### config.mk
export PLATFORM = sky130hd
export DESIGN_NAME = byte_serial_adder
export DESIGN_NICKNAME = d
export VERILOG_FILES = /design/src/rtl/csa_pkg.sv /design/src/rtl/conditional_sum_adder.sv /design/src/rtl/byte_serial_adder.sv
export SDC_FILE = /design/constraint.sdc
export NUM_CORES = 1
export LEC_CHECK = 0
export CAP_MARGIN = 30
export CORE_UTILIZATION = 51
export DETAILED_ROUTE_END_ITERATION = 10
export HOLD_SLACK_MARGIN = 0.02
export PLACE_DENSITY = 0.84
export SLEW_MARGIN = 20
export SYNTH_ARGS = -nofsm -noshare
export SYNTH_HDL_FRONTEND = slang
export SYNTH_SLANG_ARGS = --single-unit
### constraint.sdc
create_clock -name clk -period 3.6 [get_ports clk]
set_clock_uncertainty 0.2 [all_clocks]
set_input_delay 0.36 -clock clk [delete_from_list [all_inputs] [get_ports clk]]
set_output_delay 0.36 -clock clk [all_outputs]
set_load 0.005 [all_outputs]
### src/rtl/csa_pkg.sv
// Shared types and constants for the byte-serial adder and its 8-bit datapath.
package csa_pkg;

  localparam int BYTE_W = 8;

  typedef enum logic [1:0] {
    IDLE,
    ADD,
    DONE
  } bsa_state_t;

endpackage

### src/rtl/conditional_sum_adder.sv
// 8-bit conditional-sum adder: upper nibble pre-computed for both carries, selected by the low-nibble carry.
module conditional_sum_adder (
  input  logic [7:0] x,
  input  logic [7:0] y,
  input  logic       cin,
  output logic [7:0] correctSum,
  output logic       cout
);

  logic [4:0] lo_sum;
  logic [4:0] hi_sum0;
  logic [4:0] hi_sum1;

  always_comb begin
    lo_sum  = {1'b0, x[3:0]} + {1'b0, y[3:0]} + {4'b0000, cin};
    hi_sum0 = {1'b0, x[7:4]} + {1'b0, y[7:4]};
    hi_sum1 = {1'b0, x[7:4]} + {1'b0, y[7:4]} + 5'd1;
    correctSum[3:0] = lo_sum[3:0];
    if (lo_sum[4]) begin
      correctSum[7:4] = hi_sum1[3:0];
      cout            = hi_sum1[4];
    end else begin
      correctSum[7:4] = hi_sum0[3:0];
      cout            = hi_sum0[4];
    end
  end

endmodule

### src/rtl/byte_serial_adder.sv
// Wide adder that streams operands LSB byte first through one 8-bit adder,
// chaining each byte's carry-out into the next byte over successive cycles.
module byte_serial_adder
  import csa_pkg::*;
#(
  parameter int NBYTES = 4
) (
  input  logic                       clk,
  input  logic                       rst_n,
  input  logic                       in_valid,
  output logic                       in_ready,
  input  logic [BYTE_W*NBYTES-1:0]   in_a,
  input  logic [BYTE_W*NBYTES-1:0]   in_b,
  input  logic                       in_cin,
  output logic                       out_valid,
  input  logic                       out_ready,
  output logic [BYTE_W*NBYTES-1:0]   out_sum,
  output logic                       out_cout,
  output logic                       out_ovf
);

  localparam int W     = BYTE_W * NBYTES;
  localparam int CNT_W = $clog2(NBYTES + 1);

  bsa_state_t       state_q, state_d;
  logic [W-1:0]     a_sh_q, a_sh_d;
  logic [W-1:0]     b_sh_q, b_sh_d;
  logic [W-1:0]     result_q, result_d;
  logic [W-1:0]     result_shift;
  logic             carry_q, carry_d;
  logic             ovf_q, ovf_d;
  logic [CNT_W-1:0] cnt_q, cnt_d;

  logic [BYTE_W-1:0] sum8;
  logic              cout8;

  conditional_sum_adder u_csa (
    .x          (a_sh_q[BYTE_W-1:0]),
    .y          (b_sh_q[BYTE_W-1:0]),
    .cin        (carry_q),
    .correctSum (sum8),
    .cout       (cout8)
  );

  // Result fills from the top so the first (LSB) byte ends up at the bottom after NBYTES shifts.
  generate
    if (NBYTES == 1) begin : g_res_one
      assign result_shift = sum8;
    end else begin : g_res_many
      assign result_shift = {sum8, result_q[W-1:BYTE_W]};
    end
  endgenerate

  always_comb begin
    state_d  = state_q;
    a_sh_d   = a_sh_q;
    b_sh_d   = b_sh_q;
    result_d = result_q;
    carry_d  = carry_q;
    ovf_d    = ovf_q;
    cnt_d    = cnt_q;
    case (state_q)
      IDLE: begin
        if (in_valid) begin
          a_sh_d  = in_a;
          b_sh_d  = in_b;
          carry_d = in_cin;
          cnt_d   = '0;
          state_d = ADD;
        end
      end
      ADD: begin
        a_sh_d   = a_sh_q >> BYTE_W;
        b_sh_d   = b_sh_q >> BYTE_W;
        result_d = result_shift;
        carry_d  = cout8;
        cnt_d    = cnt_q + 1'b1;
        if (cnt_q == CNT_W'(NBYTES - 1)) begin
          ovf_d   = (a_sh_q[BYTE_W-1] == b_sh_q[BYTE_W-1]) &&
                    (sum8[BYTE_W-1] != a_sh_q[BYTE_W-1]);
          state_d = DONE;
        end
      end
      DONE: begin
        if (out_ready) state_d = IDLE;
      end
      default: state_d = IDLE;
    endcase
  end

  always_ff @(posedge clk or negedge rst_n) begin
    if (!rst_n) begin
      state_q  <= IDLE;
      a_sh_q   <= '0;
      b_sh_q   <= '0;
      result_q <= '0;
      carry_q  <= 1'b0;
      ovf_q    <= 1'b0;
      cnt_q    <= '0;
    end else begin
      state_q  <= state_d;
      a_sh_q   <= a_sh_d;
      b_sh_q   <= b_sh_d;
      result_q <= result_d;
      carry_q  <= carry_d;
      ovf_q    <= ovf_d;
      cnt_q    <= cnt_d;
    end
  end

  assign in_ready  = (state_q == IDLE);
  assign out_valid = (state_q == DONE);
  assign out_sum   = result_q;
  assign out_cout  = carry_q;
  assign out_ovf   = ovf_q;

endmodule

==> insert_results.sql <==
INSERT INTO impl_metrics (metric_group, metric, value, unit) VALUES
('status', 'outcome', 'complete, no violations', ''),
('place', 'buffer_ports.inserted', '104', ''),
('floorplanning', 'placementRows', '35', ''),
('floorplanning', 'core_footprint', '9280', 'sq um'),
('detailed_routing', 'ant_nets', '0', ''),
('setup_path', 'critPathMaxFanout', '5', ''),
('detailed_routing', 'detailedRoute.firstIterationViolations', '235', ''),
('final_layout', 'post_route_cells_drive_above_1_share', '5.90', '%'),
('sta', 'setup_repair_after_global_routing_missed_its_margin', 'false', ''),
('sta', 'min_period', '2.75', 'ns'),
('clock_tree', 'clock_sinks', '103', ''),
('sta', 'finalSetupViolCount', '0', ''),
('grt', 'grt_max_degree', '58', ''),
('setup_path', 'critPathCaptureType', 'flip-flop', ''),
('yosys', 'synth-warning-count', '0', ''),
('sta', 'whs', '0.283', 'ns'),
('sta', 'fin_tns_setup', '0', 'ns'),
('setup_path', 'crit_path_frequent_cell', 'sky130_fd_sc_hd__fa_1', ''),
('place', 'placement_cell_area', '6060', 'sq um'),
('final_layout', 'area_delta_synth_final', '28.0', '%'),
('final_layout', 'fin_nets', '670', ''),
('final_layout', 'fill_cells', '742', ''),
('clock_tree', 'clkLatencyLatePin', '0.38', 'ns'),
('grt', 'globalRouteTotalUtil', '25.2', '%'),
('setup_path', 'timing.setup.critical_path_class', 'flip-flop to flip-flop', ''),
('setup_path', 'critPathRequiredTime', '3.67', 'ns'),
('sta', 'final_max_slew_viol_count', '0', ''),
('worst_hold_path', 'holdPathStages', '2', ''),
('clock_tree', 'ctsHtreeMaxLevel', '3', ''),
('sta', 'slew_headroom', '57.2', '%'),
('clock_tree', 'tritoncts_clock_tree', 'done', ''),
('yosys', 'synth_top_area_share', '52.3', '%'),
('floorplanning', 'floorplan.die_area', '10100', 'sq um'),
('clock_tree', 'post_cts_resized', '0', ''),
('final_layout', 'regArea', '2580', 'sq um'),
('yosys', 'syn_area_per_cell', '9.86', 'sq um'),
('floorplanning', 'die_height', '100', 'um'),
('worst_hold_path', 'hold_path.class', 'flip-flop to flip-flop', ''),
('pwr', 'p_leak', '2.83', 'nW'),
('setup_path', 'timing.critical_path.arrival', '2.82', 'ns'),
('detailed_routing', 'detail_route.vias_per_cell', '5.74', ''),
('sta', 'timing_limited_maximum_frequency', '364', 'MHz'),
('place', 'dp_hpwl', '8360', 'um'),
('yosys', 'synth.yosys.seq_area_share', '52.3', '%'),
('final_layout', 'diodes', '0', ''),
('floorplanning', 'top_level_ports', '105', ''),
('detailed_routing', 'first_pass_iters', '5', ''),
('clock_tree', 'tritoncts.num_buffers', '9', ''),
('sta', 'timing.final.hold_violations', '0', ''),
('floorplanning', 'die_x', '100', 'um'),
('clock_tree', 'clk_path_buf_depth', '2', ''),
('yosys', 'postSynthRegisterBits', '103', ''),
('detailed_routing', 'drt-total-wl', '12000', 'um'),
('setup_path', 'crit_chain', 'inv_1, fa_1, fa_1, nand2b_4, a21oi_4, and4_1, xnor3_1, mux2_4', ''),
('pwr', 'powerDensity', '793', 'nW/um^2'),
('yosys', 'synthesis.area', '4930', 'sq um'),
('sta', 'tightest_slew', '0.641', 'ns'),
('detailed_routing', 'post_detailed_route_drc_marker_count', '0', ''),
('clock_tree', 'path_clk_slew', '0.11', 'ns'),
('clock_tree', 'buffer_type_at_the_clock_tree_root', 'sky130_fd_sc_hd__clkbuf_8', ''),
('yosys', 'synth_cells', '500', ''),
('sta', 'min_period_over_period', '76.3', '%'),
('grt', 'globalRoute.totalOverflow', '0', ''),
('grt', 'grt_pass1_vias', '4027', ''),
('setup_path', 'cpMaxStageDelayCell', 'sky130_fd_sc_hd__fa_1', ''),
('yosys', 'synth_fp_nets', '582', ''),
('place', 'placer_s_final_routability_congestion_estimate', '0.894', ''),
('pwr', 'max-vdd-ir-drop', '0.423', 'mV'),
('setup_path', 'worst-r2r-cell-count', '8', ''),
('setup_path', 'delay_of_the_slowest_cell_on_the_worst_path', '0.46', 'ns'),
('detailed_routing', 'routedWlPerCell', '16.7', 'um'),
('grt', 'grt_first_pass_wirelength', '19700', 'um'),
('yosys', 'synth.top_cells.by_area', 'sky130_fd_sc_hd__dfrtp_1 (52%), sky130_fd_sc_hd__a22oi_1 (7.2%), sky130_fd_sc_hd__nand2_1 (6.5%)', ''),
('job', 'max-cap-violations', '0', ''),
('floorplanning', 'start_util', '53.1', '%'),
('yosys', 'synth.lib_cells_used.distinct', '35', ''),
('setup_path', 'startpoint_type', 'flip-flop', ''),
('final_layout', 'multi_input_comb_area', '2160', 'sq um'),
('final_layout', 'finish.instance_area', '6310', 'sq um'),
('yosys', 'most_area_hungry_cell_type_in_the_yosys_netlist', 'sky130_fd_sc_hd__dfrtp_1', ''),
('grt', 'grt_antenna_before_repair', '0', ''),
('detailed_routing', 'total_via_count_in_the_routed_design', '4144', '');
[Yosys cell counts, drive strengths merged]
master,count
a21o,3
a21oi,51
a22o,18
a22oi,47
a2bb2oi,3
a31o,1
and2b,3
and3b,1
and4,1
buf,12
clkbuf,24
dfrtp,103
dlygate4sd1,2
fa,3
ha,10
inv,8
mux2,1
mux2i,1
nand2,86
nand2b,4
nand3,1
nor2,5
nor2b,43
o21ai,59
o21bai,1
o22ai,1
or3,1
xnor2,1
xnor3,2
xor2,4
[final cells by class]
type | instances | share of cell area, %
sequential | 103 | 40.9
multi-input combinational | 351 | 34.2
timing repair buffer | 115 | 18.6
tap | 129 | 2.56
clock buffer | 9 | 1.96
clock inverter | 7 | 1.35
inverter | 8 | 0.476
[power by group]
group	internal [W]	leakage, nW	switching (W)
registers	0.00162	1.33	0.000391
clock network	0.000338	0.106	0.000437
logic	0.00109	1.40	0.00113
[timing repair]
item                                   CTS  global route
hold buffers                             1             0
buffers inserted                         0             0
endpoints found under the hold margin   46             0
[per-layer routing]
layer	share of wire, %	up-vias	track usage [%]
met5	0	-	0
met4	2.0	0	8.92
met1	43	2025	34.4
met3	6.5	19	4.81
li1	-	1931	-
met2	49	169	40.4
[state kept, by name (all words and copies together) (netlist names)]
name,count
out_sum,32
cnt_q,3
a_sh_q,32
out_ovf,1
state_q,2
b_sh_q,32
out_cout,1
[through the flow]
step / util, % / std cells / setup slack [ns] / total power, W
floorplan: - / 500 / 0.995 / 0.00333
finish: 68.0 / 722 / 0.853 / 0.00501
global placement: 65.0 / 702 / 0.959 / 0.00408
detailed placement: 65.3 / 703 / 0.849 / 0.00423
global route: 68.0 / 722 / 0.747 / 0.00535
CTS: 67.7 / 720 / 0.850 / 0.00499
[kinds of logic after synthesis]
logic type / synth area share, %
xor+xnor: 1.80
fa+ha+maj: 3.76
mux: 0.507
compound gates: 23.3
flops: 52.3
simple gates: 14.1
buf+inv: 4.31
[worst paths after layout]
kind,from,end,slack (ns)
min reg2reg,out_sum[12]$_DFFE_PN0P_,out_sum[4]$_DFFE_PN0P_,0.28
max,out_cout$_DFFE_PN0P_,out_sum[31]$_DFFE_PN0P_,0.85
min in group asynchronous,rst_n,out_sum[5]$_DFFE_PN0P_,0.34
max in group asynchronous,rst_n,a_sh_q[0]$_DFFE_PN0P_,2.14
max reg2reg,out_cout$_DFFE_PN0P_,out_sum[31]$_DFFE_PN0P_,0.85
min,out_sum[12]$_DFFE_PN0P_,out_sum[4]$_DFFE_PN0P_,0.28
[critical path, delay by kind of cell, from the launching register on]
family	cells	cell delay (ns)
flops	1	0.38
mux	1	0.26
simple gates	2	0.44
fa+ha+maj	2	0.89
xor+xnor	1	0.22
compound gates	1	0.19
buf+inv	1	0.07
[placed cells by master (no fill, tap or decap), types with 9 or more instances in the layout]
master	n
sky130_fd_sc_hd__dfrtp_1	102
sky130_fd_sc_hd__clkbuf_8	9
sky130_fd_sc_hd__o21ai_0	59
sky130_fd_sc_hd__a22oi_1	47
sky130_fd_sc_hd__a21oi_1	49
sky130_fd_sc_hd__ha_1	10
sky130_fd_sc_hd__a22o_1	18
sky130_fd_sc_hd__nand2_1	86
sky130_fd_sc_hd__clkdlybuf4s50_1	102
sky130_fd_sc_hd__nor2b_1	41
Power figures use the tool's default switching activity.
